File: src/rtl/display_scan_ctrl_if.sv
// display_scan_ctrl_if: value handshake plus committed-result and scan outputs of the display controller
interface display_scan_ctrl_if #(
  parameter int NB_DATA = 8,
  parameter int NB_BCD  = 12
);
  logic               i_valid;
  logic [NB_DATA-1:0] i_data;
  logic               i_sign;
  logic               o_ready;
  logic               o_done;
  logic [NB_BCD-1:0]  o_bcd;
  logic               o_negative;
  logic [3:0]         o_an;
  logic [6:0]         o_seg;
  modport master (
    output i_valid, i_data, i_sign,
    input  o_ready, o_done, o_bcd, o_negative, o_an, o_seg
  );
  modport slave (
    input  i_valid, i_data, i_sign,
    output o_ready, o_done, o_bcd, o_negative, o_an, o_seg
  );
endinterface

File: src/rtl/display_scan_ctrl.sv
// display_scan_ctrl: serial double-dabble converter feeding a 4-digit multiplexed 7-segment scanner
module display_scan_ctrl #(
  parameter int NB_DATA     = 8,
  parameter int NB_BCD      = 12,
  parameter int REFRESH_DIV = 50000
) (
  input logic i_clk,
  input logic i_rst,
  display_scan_ctrl_if.slave bus
);
  localparam int NB_SH  = NB_BCD + NB_DATA;
  localparam int NB_IT  = (NB_DATA > 1) ? $clog2(NB_DATA) : 1;
  localparam int NB_REF = $clog2(REFRESH_DIV);
  localparam logic [6:0] BLANK = 7'b1111111;
  typedef enum logic [1:0] {IDLE, CONV, COMMIT} state_t;
  state_t             state_q, state_d;
  logic [NB_SH-1:0]   sh_q, sh_d, adj;
  logic [NB_IT-1:0]   it_q, it_d;
  logic               sgn_q, sgn_d, neg_q, neg_d, done_q, done_d, neg_in;
  logic [NB_BCD-1:0]  bcd_q, bcd_d;
  logic [NB_DATA-1:0] mag;
  logic [NB_REF-1:0]  ref_q, ref_d;
  logic [1:0]         dig_q, dig_d;
  logic [3:0]         an_q, an_d;
  logic [6:0]         seg_q, seg_d;
  function automatic logic [6:0] seg7(input logic [3:0] d);
    case (d)
      4'd0: seg7 = 7'b1000000;
      4'd1: seg7 = 7'b1111001;
      4'd2: seg7 = 7'b0100100;
      4'd3: seg7 = 7'b0110000;
      4'd4: seg7 = 7'b0011001;
      4'd5: seg7 = 7'b0010010;
      4'd6: seg7 = 7'b0000010;
      4'd7: seg7 = 7'b1111000;
      4'd8: seg7 = 7'b0000000;
      4'd9: seg7 = 7'b0010000;
      default: seg7 = BLANK;
    endcase
  endfunction
  assign neg_in = bus.i_sign & bus.i_data[NB_DATA-1];
  assign mag    = neg_in ? -bus.i_data : bus.i_data;
  always_comb begin
    state_d = state_q;
    sh_d    = sh_q;
    it_d    = it_q;
    sgn_d   = sgn_q;
    bcd_d   = bcd_q;
    neg_d   = neg_q;
    done_d  = 1'b0;
    adj     = sh_q;
    for (int n = 0; n < NB_BCD / 4; n++)
      adj[NB_DATA+4*n +: 4] = (adj[NB_DATA+4*n +: 4] >= 4'd5) ? adj[NB_DATA+4*n +: 4] + 4'd3 : adj[NB_DATA+4*n +: 4];
    if (state_q == IDLE && bus.i_valid) begin
      sh_d    = {{NB_BCD{1'b0}}, mag};
      sgn_d   = neg_in;
      it_d    = '0;
      state_d = CONV;
    end else if (state_q == CONV) begin
      sh_d    = {adj[NB_SH-2:0], 1'b0};
      it_d    = it_q + 1'b1;
      state_d = (it_q == NB_IT'(NB_DATA - 1)) ? COMMIT : CONV;
    end else if (state_q == COMMIT) begin
      bcd_d   = sh_q[NB_DATA +: NB_BCD];
      neg_d   = sgn_q;
      done_d  = 1'b1;
      state_d = IDLE;
    end
    ref_d = (ref_q == NB_REF'(REFRESH_DIV - 1)) ? '0 : ref_q + 1'b1;
    dig_d = (ref_q == NB_REF'(REFRESH_DIV - 1)) ? dig_q + 2'd1 : dig_q;
    an_d  = ~(4'b0001 << dig_d);
    // segments follow the value being committed so o_seg never lags o_bcd
    seg_d = (dig_d == 2'd0) ? seg7(bcd_d[3:0]) :
            (dig_d == 2'd1) ? ((bcd_d[11:4] == 8'd0) ? BLANK : seg7(bcd_d[7:4])) :
            (dig_d == 2'd2) ? ((bcd_d[11:8] == 4'd0) ? BLANK : seg7(bcd_d[11:8])) :
            (neg_d ? 7'b0111111 : BLANK);
  end
  always_ff @(posedge i_clk) begin
    if (i_rst) begin
      state_q <= IDLE;
      sh_q    <= '0;
      it_q    <= '0;
      sgn_q   <= 1'b0;
      bcd_q   <= '0;
      neg_q   <= 1'b0;
      done_q  <= 1'b0;
      ref_q   <= '0;
      dig_q   <= 2'd0;
      an_q    <= 4'b1110;
      seg_q   <= 7'b1000000;
    end else begin
      state_q <= state_d;
      sh_q    <= sh_d;
      it_q    <= it_d;
      sgn_q   <= sgn_d;
      bcd_q   <= bcd_d;
      neg_q   <= neg_d;
      done_q  <= done_d;
      ref_q   <= ref_d;
      dig_q   <= dig_d;
      an_q    <= an_d;
      seg_q   <= seg_d;
    end
  end
  assign bus.o_ready    = (state_q == IDLE);
  assign bus.o_done     = done_q;
  assign bus.o_bcd      = bcd_q;
  assign bus.o_negative = neg_q;
  assign bus.o_an       = an_q;
  assign bus.o_seg      = seg_q;
endmodule

File: src/flat_wrapper.sv
// flat-port wrapper written by rule: the top's interface ports become plain ports
module display_scan_ctrl_flat 
#(
  parameter int NB_DATA     = 8,
  parameter int NB_BCD      = 12,
  parameter int REFRESH_DIV = 50000
)
  (i_clk, i_rst, bus_i_valid, bus_i_data, bus_i_sign, bus_o_ready, bus_o_done, bus_o_bcd, bus_o_negative, bus_o_an, bus_o_seg);
  display_scan_ctrl_if #(.NB_DATA(NB_DATA), .NB_BCD(NB_BCD)) bus_i ();
  input logic i_clk;
  input logic i_rst;
  input wire logic [$bits(bus_i.i_valid)-1:0] bus_i_valid;
  input wire logic [$bits(bus_i.i_data)-1:0] bus_i_data;
  input wire logic [$bits(bus_i.i_sign)-1:0] bus_i_sign;
  output wire logic [$bits(bus_i.o_ready)-1:0] bus_o_ready;
  output wire logic [$bits(bus_i.o_done)-1:0] bus_o_done;
  output wire logic [$bits(bus_i.o_bcd)-1:0] bus_o_bcd;
  output wire logic [$bits(bus_i.o_negative)-1:0] bus_o_negative;
  output wire logic [$bits(bus_i.o_an)-1:0] bus_o_an;
  output wire logic [$bits(bus_i.o_seg)-1:0] bus_o_seg;
  assign bus_i.i_valid = bus_i_valid;
  assign bus_i.i_data = bus_i_data;
  assign bus_i.i_sign = bus_i_sign;
  assign bus_o_ready = bus_i.o_ready;
  assign bus_o_done = bus_i.o_done;
  assign bus_o_bcd = bus_i.o_bcd;
  assign bus_o_negative = bus_i.o_negative;
  assign bus_o_an = bus_i.o_an;
  assign bus_o_seg = bus_i.o_seg;
  display_scan_ctrl #(.NB_DATA(NB_DATA), .NB_BCD(NB_BCD), .REFRESH_DIV(REFRESH_DIV)) u_core (.i_clk(i_clk), .i_rst(i_rst), .bus(bus_i));
endmodule
File: config.mk
export PLATFORM = sky130hd
export DESIGN_NAME = display_scan_ctrl_flat
export DESIGN_NICKNAME = d
export VERILOG_FILES = /design/src/rtl/display_scan_ctrl_if.sv /design/src/rtl/display_scan_ctrl.sv /design/src/flat_wrapper.sv
export SDC_FILE = /design/constraint.sdc
export NUM_CORES = 1
export LEC_CHECK = 0
export CAP_MARGIN = 20
export CORE_MARGIN = 1
export CORE_UTILIZATION = 50
export DETAILED_ROUTE_END_ITERATION = 8
export GPL_TIMING_DRIVEN = 0
export PLACE_DENSITY_LB_ADDON = 0.08
export SLEW_MARGIN = 20
export SYNTH_ARGS = -nofsm -noshare
export SYNTH_HDL_FRONTEND = slang
export SYNTH_SLANG_ARGS = --single-unit
File: constraint.sdc
create_clock -name i_clk -period 3.95 [get_ports i_clk]
set_clock_uncertainty 0.1 [all_clocks]
set_input_delay 0.5925 -clock i_clk [delete_from_list [all_inputs] [get_ports i_clk]]
set_output_delay 0.5925 -clock i_clk [all_outputs]
set_load 0.005 [all_outputs]
==> impl_results.md, run 1 <==
- Post-route clock period utilization: 93.4%
- Top FF cell, synth: dfxtp_1
- Crit path launch type: primary input
- R2R Setup Slk: 370 ps
- First-pass GRT wire length: 15800 um
- Avg Cell Area, Syn: 8.23 sq um
- Pwr Total: 1.48 mW
- GPL Wtd Cong: 0.931
- Chip height: 90.6 um
- Clock Sinks: 69
- Critical path class: in2reg
- Final nets: 562
- Sequential share of power: 48.5%
- Met2 wire length: 4420 um
- Post-synth top area share: 35.2%
- Most frequent cells in the layout: nor2_1 (70), dfxtp_1 (69), a21oi_1 (41)
- Tightest Hold Check Type: reg2reg
- Status: complete, no violations
- Setup bufs post-CTS: 0
- Clk slew on worst S/H paths: 80 ps
- Synth async-reset ratio: 0%
- Row count: 31
- Residual DRC: 0
- Pwr per Cell Area: 320 nW/um^2
- # H-tree levels: 3
- Leakage: 1.84 nW
- Clk Latency, worst-skew pair: 360 ps
- Placed cell area: 4420 sq um
- Leading post-synthesis cells by cell area: dfxtp_1 (35%), ha_1 (8.3%), nor2_1 (6.7%)
- Setup ws final: 262 ps
- Routed length on met3: 334 um
- Int Power: 1.11 mW
- IO Count: 38
- Top Layer Used: met4
- MaxCap Viol Count: 0
- Number of DRC markers in iteration 0: 160
- Post-route antenna net violation count: 0
- Cts repair resizes: 1
- Cell taking the most area after synthesis: dfxtp_1
- Wire per inst: 14.8 um
- Flops & latches, synth: 69
- Fin util: 62.7%
- VDD IR max: 0.194 mV
- Number of global-route vias before repair: 3355
- Final Instance Area: 4640 sq um
- Antenna Diode Count: 0
- Distinct cells, synth: 61
- DR pass1 iterations: 7
- Layout cell share with drive strength beyond 1: 6.81%
- Hold Buf Count CTS: 0
- Die ar.: 8210 sq um
- Largest net degree at the start of global routing: 13
- Initial core utilization: 53.0%
- Clk network pwr share: 43.2%
- Root Buffer: clkbuf_8
- Sw Share: 24.9%
- Mapped Area: 3930 sq um
- Core area: 7410 sq um
- Syn nets: 515
- Routed length on met1: 4380 um
- Fin. Hold Viols: 0
- Yosys warnings: 0
- # port buffers: 37
- Post-DP HPWL: 6920 um
- Min cycle time layout: 3690 ps
- CP endpoint kind: register
- # setup viols final: 0
- Initial antenna violation count: 0
- Crit path DAT: 3840 ps
- GRT Residual Overflow: 0
- Final cell count without fillers: 628
- Post-synthesis sequential area ratio: 35.2%
- Gate Count Post-Synth: 477
- Number of synthesized flops with an enable pin: 0
- Die width: 90.6 um
- Worst Path Max Fanout: 10
- Routed Wire Length: 9300 um
- Most common cell after layout, fill and taps aside: nor2_1
- Combinational group share of total power: 8.3%
- Slew headroom: 46.5%
- Maximum operating frequency: 271 MHz
- Post-Place Cells: 613
- Place WS: -542 ps
- Switching pwr: 0.370 mW
- CTS Buf Count: 9
- Area Overhead vs Synth: 18.2%
- Vias: 3479
- Tightest Pin Transition: 781 ps
- Clk buf depth: 2
- Gr usage total: 24.5%
- RSZ-0062 raised after global routing: false
- CTS tree: yes
- Slew Viols, Final: 0
- Vias per inst: 5.54
- CP required: 4100 ps
cell type report:
| type | instances | area (sq um) |
|---|---|---|
| Buffer | 25 | 111 |
| Clock buffer | 10 | 128 |
| Clock inverter | 6 | 87.6 |
| Fill cell | 685 | 2770 |
| Inverter | 27 | 101 |
| Multi-Input combinational cell | 355 | 2340 |
| Sequential cell | 69 | 1380 |
| Tap cell | 99 | 124 |
| Timing Repair Buffer | 37 | 370 |
Yosys cell counts (5+ instances only):
cell,number
inv_1,27
nor2b_1,7
xor2_1,14
or3_1,5
xnor2_1,8
nand3b_1,6
and2_1,5
a21oi_1,42
clkbuf_1,17
nor3_1,13
nand2b_1,7
nand3_1,14
nand2_1,25
dfxtp_1,69
ha_1,26
mux2i_1,19
o21ai_0,21
a211oi_1,9
nor2_1,70
cell families (layout without fill, tap and decap cells):
group	count (synthesis)	count (layout)	share of synthesized area, %
simple gates	173	173	21.7
compound gates	109	109	17.5
flops	69	69	35.2
buf+inv	53	105	5.48
fa+ha+maj	27	27	8.54
xor+xnor	23	23	5.61
mux	23	23	5.99
routing by layer:
layer | global-route usage (%) | up-vias
met4 | 11.2 | 0
met1 | 30.2 | 1616
met5 | 0 | -
li1 | - | 1766
met2 | 40.8 | 81
met3 | 5.05 | 16
power groups by stage:
| stage | logic, mW | clock network, mW | registers [mW] |
|---|---|---|---|
| 2_1_floorplan | 0.0815 | 0 | 0.732 |
| 3_3_place_gp | 0.121 | 0 | 0.735 |
| 3_5_place_dp | 0.122 | 0 | 0.735 |
| 4_1_cts | 0.123 | 0.652 | 0.719 |
| 5_1_grt | 0.139 | 0.679 | 0.721 |
| 6_report | 0.123 | 0.642 | 0.719 |
per-stage QoR:
stage	TNS (ps)	hold WS [ps]
3_5_place_dp	-1780	340
4_1_cts	0	356
5_1_grt	0	376
3_3_place_gp	-1830	327
2_1_floorplan	0	318
6_report	0	363
sequential cells by signal (all words and copies together) (netlist names):
name and count:
u_core.bus.o_an 4, u_core.bus.o_done 1, u_core.it_q 3, u_core.bus.o_seg 7
u_core.sh_q 20, u_core.bus.o_bcd 12, u_core.sgn_q 1, u_core.bus.o_negative 1
u_core.ref_q 16, u_core.state_q 2, u_core.dig_q 2
worst paths after layout:
| kind | start | to | depth (start not counted) |
|---|---|---|---|
| min reg2reg | u_core.ref_q[0] | u_core.ref_q[0] | 1 |
| max | bus_i_valid | u_core.bus.o_seg[6] | 13 |
| min | u_core.ref_q[0] | u_core.ref_q[0] | 1 |
| max reg2reg | u_core.state_q[0] | u_core.bus.o_seg[6] | 13 |
critical path, cell delays in order:
cell	delay [ps]
clkdlybuf4s50_1	480
and2_1	120
clkbuf_1	300
clkbuf_1	420
nor3_1	110
a21oi_1	350
inv_1	110
ha_1	240
nor2b_1	120
o31ai_1	90
a22o_1	270
a211o_2	330
a311o_1	310
Note: power is estimated with default switching activity, not from simulation.
==> run 2, diff against run 1 <==
==> constraint.sdc (replaced) <==
create_clock -name i_clk -period 3.95 [get_ports i_clk]
set_clock_uncertainty 0.1 [all_clocks]
set_input_delay 0.5925 -clock i_clk [delete_from_list [all_inputs] [get_ports i_clk]]
set_output_delay 0.5925 -clock i_clk [all_outputs]
set_load 0.05 [all_outputs]
==> results of run 2 <==
Same layout as run 1 (identical final DEF). Status: complete, no violations.
Among the figures that moved: total power 1.48 mW -> 1.49 mW
==> run 3, diff against run 2 <==
--- a/config.mk
+++ b/config.mk
@@ -5,8 +5,8 @@
 export SDC_FILE = /design/constraint.sdc
 export NUM_CORES = 1
 export LEC_CHECK = 0
-export CAP_MARGIN = 20
-export CORE_MARGIN = 1
+export CAP_MARGIN = 30
+export CORE_MARGIN = 2
 export CORE_UTILIZATION = 50
 export DETAILED_ROUTE_END_ITERATION = 8
 export GPL_TIMING_DRIVEN = 0
==> run 3 against run 2 <==
Against the previous run:
- via count increased by 0.95%
- non-clock buffer count increased by 1
- combinational power about the same
- sequential share of layout area decreased by 0.12 points
- flip-flop and latch count unchanged
- sequential power about the same
- largest cell class unchanged
- highest routed layer unchanged
==> impl_results.md, run 3 (same netlist as run 1, synthesis figures left out) <==
- Antenna Diode Count: 0 (unchanged)
- Hold Buf Count CTS: 0 (unchanged)
- Tightest Hold Check Type: reg2reg (unchanged)
- Core area: 7690 sq um (was 7410 sq um)
- Post-Place Cells: 616 (was 613)
- Die width: 92.6 um (was 90.6 um)
- Int Power: 1.13 mW (was 1.11 mW)
- Fin util: 60.6% (was 62.7%)
- Min cycle time layout: 3710 ps (was 3690 ps)
- Most frequent cells in the layout: nor2_1 (70), dfxtp_1 (69), a21oi_1 (41) (unchanged)
- Clk Latency, worst-skew pair: 360 ps (about the same)
- Gr usage total: 22.6% (was 24.5%)
- FF+latch area: 1380 sq um (unchanged)
- CTS tree: yes (unchanged)
- Leakage: 1.84 nW (about the same)
- Die ar.: 8580 sq um (was 8210 sq um)
- TNS Setup: 0 ps (unchanged)
- Clk network pwr share: 43.9% (was 43.1%)
- CP endpoint kind: register (unchanged)
- Routed Wire Length: 9380 um (was 9300 um)
- Post-route clock period utilization: 93.9% (was 93.4%)
- Clock Sinks: 69 (unchanged)
- # port buffers: 37 (unchanged)
- CTS Buf Count: 9 (unchanged)
- # H-tree levels: 3 (unchanged)
- First-pass GRT wire length: 15300 um (was 15800 um)
- CP top delay family: buffers and inverters (was compound AO/OA/AOI/OAI gates)
- Combinational group share of total power: 8.5% (was 8.6%)
- Pwr Total: 1.51 mW (was 1.49 mW)
- Number of DRC markers in iteration 0: 144 (was 160)
- Number of global-route vias before repair: 3285 (was 3355)
- GRT Residual Overflow: 0 (unchanged)
- Residual DRC: 0 (unchanged)
- Final nets: 563 (was 562)
- CP required: 4100 ps (about the same)
- Tightest Pin Transition: 789 ps (was 781 ps)
- Setup ws final: 239 ps (was 262 ps)
- Pwr per Cell Area: 324 nW/um^2 (was 321 nW/um^2)
- Largest net degree at the start of global routing: 13 (unchanged)
- Final cell count without fillers: 632 (was 628)
- DR pass1 iterations: 5 (was 7)
- IO Count: 38 (unchanged)
- RSZ-0062 raised after global routing: false (unchanged)
- Crit path launch type: primary input (unchanged)
- Final Hold Slack: 353 ps (was 363 ps)
- Row count: 32 (was 31)
- CP cell instances: clkdlybuf4s50_1 -> nand2_1 -> nand2_2 -> clkbuf_2 -> clkbuf_2 -> a21oi_1 -> ha_1 -> o211ai_1 -> or4b_1 -> buf_2 -> a31o_1 -> a311o_1 (was clkdlybuf4s50_1 -> and2_1 -> clkbuf_1 -> clkbuf_1 -> nor3_1 -> a21oi_1 -> inv_1 -> ha_1 -> nor2b_1 -> o31ai_1 -> a22o_1 -> a211o_2 -> a311o_1)
- Root Buffer: clkbuf_8 (unchanged)
- Slew headroom: 45.9% (was 46.5%)
- Post-route antenna net violation count: 0 (unchanged)
- Clk slew on worst S/H paths: 90 ps (was 80 ps)
- MaxCap Viol Count: 0 (unchanged)
- CP max stage delay: 480 ps (about the same)
- Clk buf depth: 2 (unchanged)
- Sw Share: 25.0% (was 25.2%)
- Post-DP HPWL: 6920 um (about the same)
- Vias per inst: 5.56 (was 5.54)
- Maximum operating frequency: 269 MHz (was 271 MHz)
- Sequential share of power: 47.6% (was 48.3%)
- Slew Viols, Final: 0 (unchanged)
- Initial antenna violation count: 0 (unchanged)
- Status: complete, no violations (unchanged)
- Worst Path Max Fanout: 10 (unchanged)
- Vias: 3512 (was 3479)
- VDD IR max: 0.143 mV (was 0.194 mV)
- Cts repair resizes: 1 (unchanged)
- Setup bufs post-CTS: 0 (unchanged)
- GPL Wtd Cong: 0.904 (was 0.931)
- Fin. Hold Viols: 0 (unchanged)
- CP max-delay cell: clkdlybuf4s50_1 (unchanged)
- Largest Register: u_core.sh_q (unchanged)
- Final Instance Area: 4660 sq um (was 4640 sq um)
- Multi-input gate area: 2340 sq um (unchanged)
- Critical path class: in2reg (unchanged)
- Layout cell share with drive strength beyond 1: 6.98% (was 6.81%)
- Most common cell after layout, fill and taps aside: nor2_1 (unchanged)
- WP buf/inv: 4 (unchanged)
- Crit path DAT: 3860 ps (was 3840 ps)
- Area Overhead vs Synth: 18.7% (was 18.2%)
- Chip height: 92.6 um (was 90.6 um)
- Switching pwr: 0.377 mW (was 0.375 mW)
- Placed cell area: 4430 sq um (was 4420 sq um)
- Largest register FFs: 20 (unchanged)
- # setup viols final: 0 (unchanged)
- Place WS: -517 ps (was -542 ps)
- Most used cell, CP: clkbuf_2 (was clkbuf_1)
- Wire per inst: 14.8 um (about the same)
- Fillers: 738 (was 685)
- Initial core utilization: 51.1% (was 53.0%)
[run 3: cell count changes in the layout (fill, tap and decap cells not counted)]
cell and change:
clkbuf_8 +1, clkinv_2 -2, clkinv_4 -1, clkbuf_2 +1, clkinvlp_4 +2
[run 3: worst reg2reg max path: cells and delay by family, from the launching register on]
kind	cells	cell delay, ps
compound gates	4	760
fa+ha+maj	2	440
buf+inv	5	890
flops	1	340
simple gates	4	1020
[run 3: area by class of cell]
class,instances,area share (%)
tap,102,2.74
buffer,26,2.50
timing repair buffer,37,7.94
clock inverter,5,1.80
multi-input combinational,355,50.2
inverter,27,2.17
clock buffer,11,3.03
sequential,69,29.6
[run 3: power by group through the flow]
stage	Combinational [mW]	Clock (mW)	Sequential, mW
5_1_grt	0.141	0.701	0.721
3_5_place_dp	0.128	0	0.735
4_1_cts	0.128	0.669	0.719
6_report	0.128	0.663	0.719
2_1_floorplan	0.0864	0	0.732
3_3_place_gp	0.126	0	0.734
[run 3: routing by layer]
metal | GRT usage (%) | vias to the layer above | part of all wire, %
li1 | - | 1768 | -
met3 | 5.04 | 28 | 5.9
met4 | 10.7 | 0 | 2.9
met2 | 38.0 | 119 | 47
met5 | 0 | - | 0
met1 | 27.6 | 1597 | 44
[run 3: final timing paths]
path	startpoint	to	slack, ps	cells after the start
setup reg to reg	u_core.state_q[1]	u_core.bus.o_seg[6]	300	15
hold / removal	u_core.ref_q[0]	u_core.ref_q[0]	350	1
hold reg to reg	u_core.ref_q[0]	u_core.ref_q[0]	350	1
setup / recovery	bus_i_valid	u_core.bus.o_seg[6]	240	12
